File: config.mk
export PLATFORM = sky130hd
export DESIGN_NAME = result_drain_unit
export DESIGN_NICKNAME = d
export VERILOG_FILES = /design/src/rtl/tc_pkg.sv /design/src/rtl/result_drain_unit_sat_narrow.sv /design/src/rtl/result_drain_unit.sv
export SDC_FILE = /design/constraint.sdc
export NUM_CORES = 1
export LEC_CHECK = 0
export CORE_AREA = 10 10 245 247
export DETAILED_ROUTE_END_ITERATION = 8
export DIE_AREA = 0 0 255 257
export PLACE_DENSITY_LB_ADDON = 0.25
export SYNTH_ARGS = -nofsm -noshare
export SYNTH_HDL_FRONTEND = slang
export SYNTH_HIERARCHICAL = 1
export SYNTH_SLANG_ARGS = --single-unit
File: constraint.sdc
create_clock -name clk -period 1.7 [get_ports clk]
set_input_delay 0.34 -clock clk [delete_from_list [all_inputs] [get_ports clk]]
set_output_delay 0.34 -clock clk [all_outputs]
set_load 0.02 [all_outputs]
File: src/rtl/tc_pkg.sv
// Shared types and helpers for the tensor-core result path: array geometry,
// drain FSM states and the signed saturating narrow used on PE accumulators.
package tc_pkg;
    localparam int ARRAY_DIM  = 4;
    localparam int WARP_LANES = 8;
    localparam int NUM_PE     = ARRAY_DIM * ARRAY_DIM;

    typedef enum logic [1:0] {IDLE, BEAT0, BEAT1, DONE} drain_state_e;

    // Clamp a sign-extended value into the signed range of dw bits.
    function automatic logic signed [63:0] sat_narrow_f(input logic signed [63:0] v,
                                                        input int dw);
        logic signed [63:0] hi;
        logic signed [63:0] lo;
        hi = (64'sd1 <<< (dw - 1)) - 64'sd1;
        lo = -(64'sd1 <<< (dw - 1));
        if (v > hi)      return hi;
        else if (v < lo) return lo;
        else             return v;
    endfunction
endpackage

File: src/rtl/result_drain_unit_sat_narrow.sv
// Combinational signed narrowing of one accumulator with saturation;
// ovf flags that the value had to be clamped.
module sat_narrow
    import tc_pkg::*;
#(
    parameter int ACC_WIDTH  = 32,
    parameter int DATA_WIDTH = 16
) (
    input  logic [ACC_WIDTH-1:0]  acc,
    output logic [DATA_WIDTH-1:0] value,
    output logic                  ovf
);
    generate
        if (ACC_WIDTH == DATA_WIDTH) begin : g_pass
            assign value = acc;
            assign ovf   = 1'b0;
        end else begin : g_sat
            logic signed [63:0] wide;
            logic signed [63:0] narrowed;
            always_comb begin
                wide     = 64'(signed'(acc));
                narrowed = sat_narrow_f(wide, DATA_WIDTH);
                value    = narrowed[DATA_WIDTH-1:0];
                ovf      = (narrowed != wide);
            end
        end
    endgenerate
endmodule

File: src/rtl/result_drain_unit.sv
// Snapshots the 4x4 array accumulators on a matmul_done rise, saturates them
// and returns them to the warp register file as two 8-lane valid/ready beats.
module result_drain_unit
    import tc_pkg::*;
#(
    parameter int DATA_WIDTH = 16,
    parameter int ACC_WIDTH  = 32
) (
    input  logic                                  clk,
    input  logic                                  reset_n,
    input  logic                                  pause,
    input  logic                                  matmul_done,
    input  logic [NUM_PE-1:0][ACC_WIDTH-1:0]      acc_in,
    input  logic                                  wb_ready,
    output logic                                  wb_valid,
    output logic                                  wb_beat,
    output logic [WARP_LANES-1:0][DATA_WIDTH-1:0] wb_data,
    output logic                                  pe_clear,
    output logic                                  busy,
    output logic                                  drain_done,
    output logic                                  sat_flag,
    output logic                                  overrun
);
    drain_state_e state, state_nxt;
    logic done_q, pending, first_q;
    logic rise, capture;
    logic [NUM_PE-1:0][DATA_WIDTH-1:0] narrowed;
    logic [NUM_PE-1:0]                 ovf;
    logic [NUM_PE-1:0][DATA_WIDTH-1:0] res_q;

    generate
        for (genvar k = 0; k < NUM_PE; k++) begin : g_pe
            sat_narrow #(.ACC_WIDTH(ACC_WIDTH), .DATA_WIDTH(DATA_WIDTH)) u_sat (
                .acc   (acc_in[k]),
                .value (narrowed[k]),
                .ovf   (ovf[k])
            );
        end
    endgenerate

    assign rise    = matmul_done & ~done_q;
    // A rise that arrives while paused is remembered in pending; acc_in is
    // taken at the capture edge because the array holds its result meanwhile.
    assign capture = (state == IDLE) & (rise | pending) & ~pause;

    always_ff @(posedge clk or negedge reset_n) begin
        if (!reset_n) begin
            state    <= IDLE;
            done_q   <= 1'b0;
            pending  <= 1'b0;
            first_q  <= 1'b0;
            sat_flag <= 1'b0;
            overrun  <= 1'b0;
            res_q    <= '0;
        end else begin
            state   <= state_nxt;
            done_q  <= matmul_done;
            first_q <= capture;
            if (state == IDLE)
                pending <= (pending | rise) & ~capture;
            if (rise && state != IDLE)
                overrun <= 1'b1;
            if (capture) begin
                res_q    <= narrowed;
                sat_flag <= |ovf;
            end
        end
    end

    always_comb begin
        state_nxt  = state;
        wb_valid   = 1'b0;
        wb_beat    = 1'b0;
        busy       = (state != IDLE);
        drain_done = 1'b0;
        pe_clear   = first_q;
        case (state)
            IDLE:  if (capture) state_nxt = BEAT0;
            BEAT0: begin
                wb_valid = 1'b1;
                if (wb_ready) state_nxt = BEAT1;
            end
            BEAT1: begin
                wb_valid = 1'b1;
                wb_beat  = 1'b1;
                if (wb_ready) state_nxt = DONE;
            end
            DONE: begin
                drain_done = 1'b1;
                state_nxt  = IDLE;
            end
            default: state_nxt = IDLE;
        endcase
    end

    // Lane i of beat b is accumulator 8*b + i; data is zero outside a beat.
    always_comb begin
        for (int i = 0; i < WARP_LANES; i++) begin
            if (state == BEAT0)      wb_data[i] = res_q[i];
            else if (state == BEAT1) wb_data[i] = res_q[WARP_LANES + i];
            else                     wb_data[i] = '0;
        end
    end
endmodule

==> flow_metrics.tcl <==
set metrics [dict create \
    status "finished, violations left" \
    violations_in_the_final_reports "setup timing" \
    drv_cap 0 \
    chipHeight_um 257 \
    gr-usage-met1 0.2770 \
    h-tree-depth 2 \
    synth.net_count 2960 \
    worstSetupPathType "reg -> out" \
    detail_route.vias_per_cell 5.173 \
    synthDominantCellAreaShare 0.3950 \
    seq_area_frac_synth 0.3950 \
    grt_start_max_net_pins 55 \
    dpl.hpwl_mm 62.90 \
    yosys_warnings 6 \
    most_common_cell_after_layout_fill_and_taps_aside "nand2_1" \
    synth_cell_types 32 \
    detail_route.wl_per_cell_um 22.50 \
    layout_worst_path_cycle_share 1.464 \
    relSlewSlack 0.5104 \
    drtPass1Iterations 5 \
    yosys-top-cells-area "dfrtp_1, nand2_1, o21ai_1" \
    finalNetCount 4053 \
    globalRouteTotalUtil 0.2413 \
    final_antenna_net_count 0 \
    worstMarginPinSlew_ns 0.7277 \
    ir_worst_vdd_v 0.0007238 \
    worst_setup_path_start_kind "flip-flop" \
    skew_ns 0.01767 \
    layout_common_cells "nand2_1, buf_4, nand2_2, clkdlybuf4s50_1, dfrtp_1" \
    area_growth_pct 115.9 \
    cp_data_arrival_time_ns 2.15 \
    achievable-frequency_ghz 0.4019 \
    min-delay-path-class "in -> reg" \
    place.gp.congestion 0.9579 \
    grt_antenna_before_repair 6 \
    finalSetupViolations 394 \
    tritoncts_num_sinks 263 \
    cts_root_buf "clkbuf_16" \
    post_synthesis_mean_instance_area_um2 6.876 \
    routing_usage_on_met2 0.4298 \
    clk-insertion-delay-late_ns 0.54 \
    count_of_port_buffers_added_during_placement 651 \
    post_route_setup_tns_ns -153.34 \
    power.density_mw_per_mm2 1400 \
    initial_utilization 0.3036 \
    crit_required_ns 1.36 \
    tritoncts "done" \
    wire_length_of_the_first_global_routing_pass_mm 123.1 \
    finalPower_w 0.05035 \
    post-synth-top-area-cell "dfrtp_1" \
    floorplan.rows 86 \
    syn-cell-area_mm2 0.01666 \
    globalRoute.busiestLayer "met2" \
    finalMaxSlewViolations 0 \
    drive_above_1_share 0.4000 \
    ys_ff_latch 263 \
    dieArea_mm2 0.06554 \
    groute.layer.met3.usage 0.05675 \
    cts-buffers-inserted 34 \
    postLayoutSetupSlackWorst_ns -0.7884 \
    drc_markers 0 \
    rsz_0062_raised_after_global_routing "true" \
    clk_path_buf_depth 3 \
    grt_pass1_vias 21202 \
    post_synth_inst_count 2423 \
    core_area_mm2 0.05488 \
    ios 652 \
    cp_max_fo 8 \
    power.leakage_nw 18.93 \
    grt_overflow_total 0 \
    layout_min_cycle_time_ns 2.488 \
    hold_viol_final 0 \
    drt_first_iter_violations 1481 \
    cp-end-kind "primary output" \
    totalWireLength_mm 95.60 \
    clkTransAtPathRegs_ns 0.06 \
    floorplan.die.width_um 255 \
    route.vias.total 21977 \
]
[logic make-up (layout without fill, tap and decap cells)]
| family | Yosys count | count (layout) | synth area share |
|---|---|---|---|
| flip-flops | 263 | 263 | 0.3950 |
| adder cells (fa/ha/maj) | 20 | 20 | 0.01502 |
| AO/OA/AOI/OAI | 421 | 421 | 0.1318 |
| buffers and inverters | 391 | 1508 | 0.1089 |
| other | 0 | 4 | 0 |
| multiplexers | 1 | 1 | 0.0006758 |
| AND/OR/NAND/NOR | 1327 | 1327 | 0.3486 |
[flip-flops by register name, indices dropped and copies added (netlist names)]
signal and flops:
done_q 1, sat_flag 1, overrun 1, state 2
pe_clear 1, res_q 256, pending 1
[per-stage QoR]
stage / cell area (um^2) / hold slack (ns) / utilization / std cells / setup WS [ns]
finish: 35980 / 0.2835 / 0.6556 / 4248 / -0.7884
global route: 35970 / 0.2891 / 0.6555 / 4247 / -0.8417
CTS: 31380 / 0.2574 / 0.5718 / 4139 / -0.8154
detailed placement: 28010 / 0.3321 / 0.5105 / 4003 / -1.600
global placement: 28010 / 0.3280 / 0.5105 / 4003 / -1.564
floorplan: 18640 / 0.04441 / - / 2423 / -0.4446
[power by group]
group | internal [W] | leakage, nW | switching, W | total, W
combinational | 0.0150 | 15.1 | 0.0158 | 0.0308
clock | 0.00508 | 0.610 | 0.00300 | 0.00808
sequential | 0.00924 | 3.26 | 0.00225 | 0.0115
total | 0.0293 | 18.9 | 0.0210 | 0.0504
[final timing paths]
kind	slack, ns	depth (start not counted)	start	endpoint
max in group asynchronous	0.67	3	reset_n	res_q[248]
setup / recovery	-0.79	7	state[0]	wb_data[47]
hold reg to reg	0.46	1	overrun	overrun
min in group asynchronous	0.35	2	reset_n	res_q[175]
setup reg to reg	-0.37	10	state[0]	state[1]
hold / removal	0.28	5	acc_in[143]	res_q[79]
[metal layers]
metal	share of wire	wire length, um
met1	0.38	36680
met4	0.034	3203
met2	0.52	49330
met3	0.067	6362
met5	0.00028	27
[cell type report]
cell class	instances	area (um^2)
Multi-Input combinational cell	1769	12030
Clock buffer	47	1013
Inverter	260	1005
Antenna cell	4	10.01
Tap cell	704	880.8
Clock inverter	13	219.0
Sequential cell	263	6581
Timing Repair Buffer	1181	14100
Timing Repair inverter	7	132.6
Fill cell	4180	18900
[timing repair]
action / 4_1_cts / 5_1_grt
hold buffers: 1 / 0
hold endpoints to repair: 40 / 0
gates resized for setup: 758 / 924
pin swaps: 70 / 221
endpoints found under the setup margin: 394 / 395
gates cloned: 27 / 62
setup buffers: 49 / 62
[synthesized netlist by cell type, drive strengths merged]
library cell,instances
inv,260
mux2,1
dfrtp,263
or4,16
nor4,116
or2,16
o21ai,393
nand4,97
a21oi,2
nand2,1027
nor3,16
clkbuf,37
nor3b,16
o32a,1
nor2,19
a22o,8
ha,20
and2b,1
o21a,16
a21o,1
buf,94
nor2b,3
[critical path, stage by stage (launching register included)]
cell and delay [ns]:
dfrtp_1 0.42, buf_6 0.14, ha_4 0.19, buf_12 0.16
buf_12 0.15, buf_16 0.15, a22o_1 0.24, buf_6 0.14
Note: power is estimated with default switching activity, not from simulation.
